[config.mk]
export PLATFORM = sky130hd
export DESIGN_NAME = wmma_scatter_ctrl
export DESIGN_NICKNAME = d
export VERILOG_FILES = /design/src/rtl/wmma_scatter_ctrl.sv
export SDC_FILE = /design/constraint.sdc
export NUM_CORES = 1
export LEC_CHECK = 0
export ABC_AREA = 1
export CAP_MARGIN = 20
export CORE_AREA = 2 2 208 210
export DETAILED_ROUTE_END_ITERATION = 6
export DIE_AREA = 0 0 210 212
export PLACE_DENSITY = 0.63
export SLEW_MARGIN = 15
export SYNTH_ARGS = -nofsm -noshare
export SYNTH_HDL_FRONTEND = slang
export SYNTH_SLANG_ARGS = --single-unit
[constraint.sdc]
create_clock -name clk -period 5 [get_ports clk]
set_input_delay 1 -clock clk [delete_from_list [all_inputs] [get_ports clk]]
set_output_delay 1 -clock clk [all_outputs]
set_load 0.005 [all_outputs]
[src/rtl/wmma_scatter_ctrl.sv]
// Scatters a 4x4 WMMA tensor result into per-thread GPRs over two write beats.
// Optional macro WMMA_SCATTER_SB_CLR_EN drives sb_clr_mask for the destination GPRs in the DONE cycle.
module wmma_scatter_ctrl (
  input  logic         clk,
  input  logic         rst_n,
  input  logic         in_valid,
  output logic         in_ready,
  input  logic [3:0]   in_rD,
  input  logic [3:0]   in_mask,
  input  logic [255:0] in_data,
  output logic [15:0]  w1_addr,
  output logic [15:0]  w2_addr,
  output logic [15:0]  w3_addr,
  output logic [63:0]  w1_data,
  output logic [63:0]  w2_data,
  output logic [63:0]  w3_data,
  output logic [3:0]   w1_we,
  output logic [3:0]   w2_we,
  output logic [3:0]   w3_we,
  output logic         busy,
  output logic         done,
  output logic [15:0]  sb_clr_mask
);

  // state | meaning
  // IDLE  | waiting for a result
  // BEAT0 | write cols 0..2 to rD..rD+2
  // BEAT1 | write col 3 to rD+3
  // DONE  | completion pulse; may accept the next result
  typedef enum logic [1:0] {IDLE, BEAT0, BEAT1, DONE} state_t;

  state_t        state, state_nxt;
  logic [3:0]    rd_q;
  logic [3:0]    mask_q;
  logic [255:0]  data_q;
  logic          accept;
  logic [3:0]    rd1, rd2, rd3;

  assign accept = in_valid & in_ready;
  assign rd1 = rd_q + 4'd1;
  assign rd2 = rd_q + 4'd2;
  assign rd3 = rd_q + 4'd3;

  always_ff @(posedge clk or negedge rst_n) begin
    if (!rst_n) begin
      state  <= IDLE;
      rd_q   <= '0;
      mask_q <= '0;
      data_q <= '0;
    end else begin
      state <= state_nxt;
      if (accept) begin
        rd_q   <= in_rD;
        mask_q <= in_mask;
        data_q <= in_data;
      end
    end
  end

  always_comb begin
    state_nxt = state;
    in_ready  = (state == IDLE) || (state == DONE);
    busy      = (state != IDLE);
    done      = (state == DONE);
    w1_addr   = '0;
    w2_addr   = '0;
    w3_addr   = '0;
    w1_data   = '0;
    w2_data   = '0;
    w3_data   = '0;
    w1_we     = '0;
    w2_we     = '0;
    w3_we     = '0;
    case (state)
      IDLE: if (in_valid) state_nxt = BEAT0;
      BEAT0: begin
        state_nxt = BEAT1;
        for (int t = 0; t < 4; t++) begin
          w1_addr[t*4 +: 4]  = rd_q;
          w2_addr[t*4 +: 4]  = rd1;
          w3_addr[t*4 +: 4]  = rd2;
          w1_data[t*16 +: 16] = data_q[(t*4+0)*16 +: 16];
          w2_data[t*16 +: 16] = data_q[(t*4+1)*16 +: 16];
          w3_data[t*16 +: 16] = data_q[(t*4+2)*16 +: 16];
        end
        w1_we = mask_q;
        w2_we = mask_q;
        w3_we = mask_q;
      end
      BEAT1: begin
        state_nxt = DONE;
        for (int t = 0; t < 4; t++) begin
          w1_addr[t*4 +: 4]  = rd3;
          w1_data[t*16 +: 16] = data_q[(t*4+3)*16 +: 16];
        end
        w1_we = mask_q;
      end
      DONE: state_nxt = in_valid ? BEAT0 : IDLE;
      default: state_nxt = IDLE;
    endcase
  end

`ifdef WMMA_SCATTER_SB_CLR_EN
  always_comb begin
    sb_clr_mask = '0;
    if (state == DONE)
      sb_clr_mask = (16'h0001 << rd_q) | (16'h0001 << rd1) |
                    (16'h0001 << rd2) | (16'h0001 << rd3);
  end
`else
  assign sb_clr_mask = '0;
`endif

endmodule

## Yosys cells after proc, flatten, opt, wreduce, memory -nomap -nowiden

Cells that the tools add are included.

- Flip-flop bits (word level): 266
- Word-level logic and storage cells: 27
- Input bits: 267
- Output and inout bits: 271

- Equal/unequal tests: 4
- Reductions and logical operators: 4
- Mux-type cells: 11
- Add/subtract/negate cells: 3
- Bitwise logic cells: 1

Operator list:

| kind | number |
|---|---|
| $mux W64 | 2 |
| $pmux W64 S2 | 1 |
| $mux W16 | 2 |
| $pmux W16 S2 | 1 |
| $add A4 B2 Y4 const B | 2 |
| $mux W4 | 2 |
| $pmux W2 S4 | 1 |
| $add A4 B1 Y4 const B | 1 |
| $eq A2 B2 Y1 const B | 2 |
| $eq A2 B1 Y1 const B | 1 |
| $logic_not A2 Y1 | 1 |
| $mux W2 | 1 |
| $ne A2 B2 Y1 const B | 1 |
| $reduce_bool A2 Y1 | 1 |
| $reduce_or A2 Y1 | 1 |
| $and A1 B1 Y1 | 1 |
| $logic_or A1 B1 Y1 | 1 |
| $mux W1 | 1 |

## Depth between registers and ports, before layout

- Depth in word-level cells: 3
- Gate-level depth with buffers: 9
- Depth with buffers taken out: 7

## Least setup slack after synthesis

OpenSTA, ideal clock, no wires.

- Path kind: reg2out
- Start point: register state[1]
- End point: output w2_addr[11]
- Path buffers: 3
- Required time: 4.000 ns
- Arrival time: 1.617 ns
- Stages on the path, launching flop included: 10
- Slack: 2.383 ns
- Cells stage by stage: dfrtp_1 inv_1 ha_1 buf_2 buf_2 nand2_1 inv_1 nand2_1 a32oi_1 buf_4

- Longest elaborated chain between the ends: 2

Ends and longest elaborated chain:

| what | line | source |
|---|---|---|
| start, declared | 32 | `state_t state, state_nxt;` |
| start signal, assigned | 51 | `state <= state_nxt;` |
| $eq A2 B1 Y1 | 74 | `case (state)` |
| $mux W16 | 74 |  |
| end, declared | 12 | `output logic [15:0] w2_addr,` |

No other way between the ends.

## Worst setup path in the final report

- Start point: register state[0]
- End point: output w1_addr[6]

- Longest elaborated chain between the ends: 2
- Elaborated cells on any way between the ends: 3

Ends and longest elaborated chain:

| what | line | source |
|---|---|---|
| $eq A2 B2 Y1 or $eq A2 B1 Y1 (tied branches) | 74 |  |
| $pmux W16 S2 (*) | 74 |  |
| end, declared | 11 | `output logic [15:0] w1_addr,` |

Mark *: on every way between the ends. The rest lies on a longest branch, timed or not.

==> impl_metrics.toml <==
[place]
dpl.hpwl_um = 27500
gp_congestion = 0.806
pre_cts_slack_ns = 1.39
numPortBuffers = 521

[cts]
cts-root-buf = "clkbuf_16"
clk_latency_ns = 0.52
cts_tree = "yes"
clockBufferDepth = 3
post-cts-setup-buffers = 0
cts.clk_slew.worst_paths_ns = 0.05
clkSinkCount = 266
htreeDepth = 2
cts_buffers = 34
cts.repair.resized = 0
cts_hold_buf = 0

[sta]
clock_skew_ns = 0.0132
tns_ns = 0
setup_violations = 0
hold-worst-slack_ns = 0.486
fmax_ghz = 0.247
slew_headroom = 0.342
rsz0062_at_grt = "false"
fin_crit_ns = 4.05
worst_pin_slew_ns = 0.988
post-route-period-util = 0.809
setup_ws_ns = 0.954
slew_violations = 0
hold_viol = 0

[pwr]
vdd_drop_max_mv = 0.307
p_leak_nw = 9.21
power.density_mw_per_mm2 = 659

[synth]
ys_types = 24
synth_fa_ha_area_frac = 0.00864
muxShareOfSynthArea = 0.255
yosysSeqAreaShare = 0.511
synthSimpleGateAreaFrac = 0.0833
synthFlopType = "dfrtp_1"
syn_area_per_cell_um2 = 11.1
synth_edf_count = 0
ys_ff_latch = 266
syn-instance-count = 1175
yosys.area.top_type_share = 0.511
synth_area_leaders = "dfrtp_1, mux2_1, mux2_4"
synthMostInstantiatedCell = "nand2_1"
synth-xor-area-share = 0.000672
synth_common_cells = "nand2_1, dfrtp_1, inv_1, mux2_1, mux2_4"
syn_area_mm2 = 0.0130
yosysTopAreaCell = "dfrtp_1"
synth_compound_area_frac = 0.0302
synthArstFlopShare = 1.00
yosysWarnings = 0
synth_top_family_by_area = "multiplexers"

[job]
maxCapViolCount = 0

[critical_path]
arrival_ns = 3.05
required_ns = 4.00
crit_path_start_kind = "register"
critical_path.max_fanout = 22
cp-end-kind = "output port"
path_class = "register to output port"
rrSetupSlack_ns = 1.88

[run_status]
outcome = "complete, no violations"

[floorplanning]
die_x_um = 210
rows = 76
start_util = 0.307
die_h_um = 212
core_area_mm2 = 0.0425
dieArea_mm2 = 0.0445
ios = 538

[final_layout]
final_nets = 1917
num-fill-cells = 3931
layout-drive-gt1-share = 0.121
syn_to_final_growth_pct = 49.5

[global_routing]
grt_pass1_vias = 10100
antenna_found_initial = 1
grt_use_total = 0.171
grt_max_degree = 122
grt-ovfl-total = 0
grt_first_pass_wirelength_um = 58800

[routing]
drt-vias-per-instance = 4.41
drtPass1Iterations = 5
wirelength_um = 38800
drcViolationCount = 0
ant_nets = 0
vias = 9763
wire_per_inst_um = 17.5
first_iter_violations = 485

[min_path]
hp-class = "register to register"
stage by stage:
step	cells	instance area, um^2	utilization	total power, mW
floorplan	1190	13100	-	7.67
global placement	2151	18300	0.432	10.4
detailed placement	2151	18300	0.432	10.5
CTS	2211	19500	0.458	13.1
global route	2212	19500	0.459	13.7
finish	2212	19500	0.459	12.8
worst paths after layout:
path / start / endpoint / cells past startpoint
min in group asynchronous: rst_n / data_q[79] / 1
min reg2reg: data_q[221] / data_q[221] / 1
max: state[0] / w1_addr[6] / 5
min: data_q[221] / data_q[221] / 1
max reg2reg: state[0] / data_q[24] / 6
max in group asynchronous: rst_n / data_q[12] / 2
cell families (layout without fill, tap and decap cells):
| group | count (synthesis) | after routing |
|---|---|---|
| adder cells (fa/ha/maj) | 9 | 9 |
| other | 1 | 17 |
| multiplexers | 262 | 262 |
| AO/OA/AOI/OAI | 77 | 77 |
| flip-flops | 266 | 266 |
| AND/OR/NAND/NOR | 288 | 288 |
| XOR/XNOR | 1 | 1 |
| buffers and inverters | 271 | 746 |
worst max-delay path, cell delays in order, from the launching register on:
cell and delay (ns):
dfrtp_1 0.44, inv_1 0.13, ha_1 0.42, inv_2 0.30
nor3_1 0.62, clkdlybuf4s50_1 0.62
routing by layer:
metal / vias to the layer above / wire (um) / GRT usage
met5: - / 0 / 0
met4: 0 / 895 / 0.0533
met3: 59 / 2900 / 0.0542
met2: 352 / 19000 / 0.290
met1: 4773 / 16000 / 0.207
li1: 4579 / - / -
cells in the final DEF (no fill, tap or decap), types with 3 or more instances in the layout:
master,Yosys,routed
a21oi_1,71,71
buf_12,0,7
buf_4,56,10
clkbuf_1,21,6
clkbuf_16,0,37
clkbuf_8,0,9
clkdlybuf4s50_1,0,520
clkinv_2,0,6
conb_1,1,16
dfrtp_1,266,266
ha_1,9,7
inv_1,147,147
mux2_1,136,136
mux2_2,26,26
mux2_4,100,100
nand2_1,274,274
nor2_1,11,11
o21ai_0,3,3
report_power, final:
group          internal (mW)  leakage (nW)  switching, mW
clock network           1.53         0.569          0.951
registers               3.29          3.12          0.652
logic                   3.71          5.52           2.71
total                   8.53          9.21           4.32
sequential cells by signal, indices dropped and copies added (netlist names):
register  flops
data_q      256
mask_q        4
state         2
rd_q          4
layout make-up:
type | count | area, um^2 | share of cell area
diodes | 1 | 2.50 | 0.000128
clock buffers | 52 | 1070 | 0.0550
clock inverters | 8 | 68.8 | 0.00353
inverters | 148 | 556 | 0.0285
multi-input cells | 653 | 5020 | 0.257
flip-flops and latches | 266 | 6660 | 0.342
well taps | 546 | 683 | 0.0351
repair buffers | 538 | 5440 | 0.279
(Power assumes the default switching activity.)
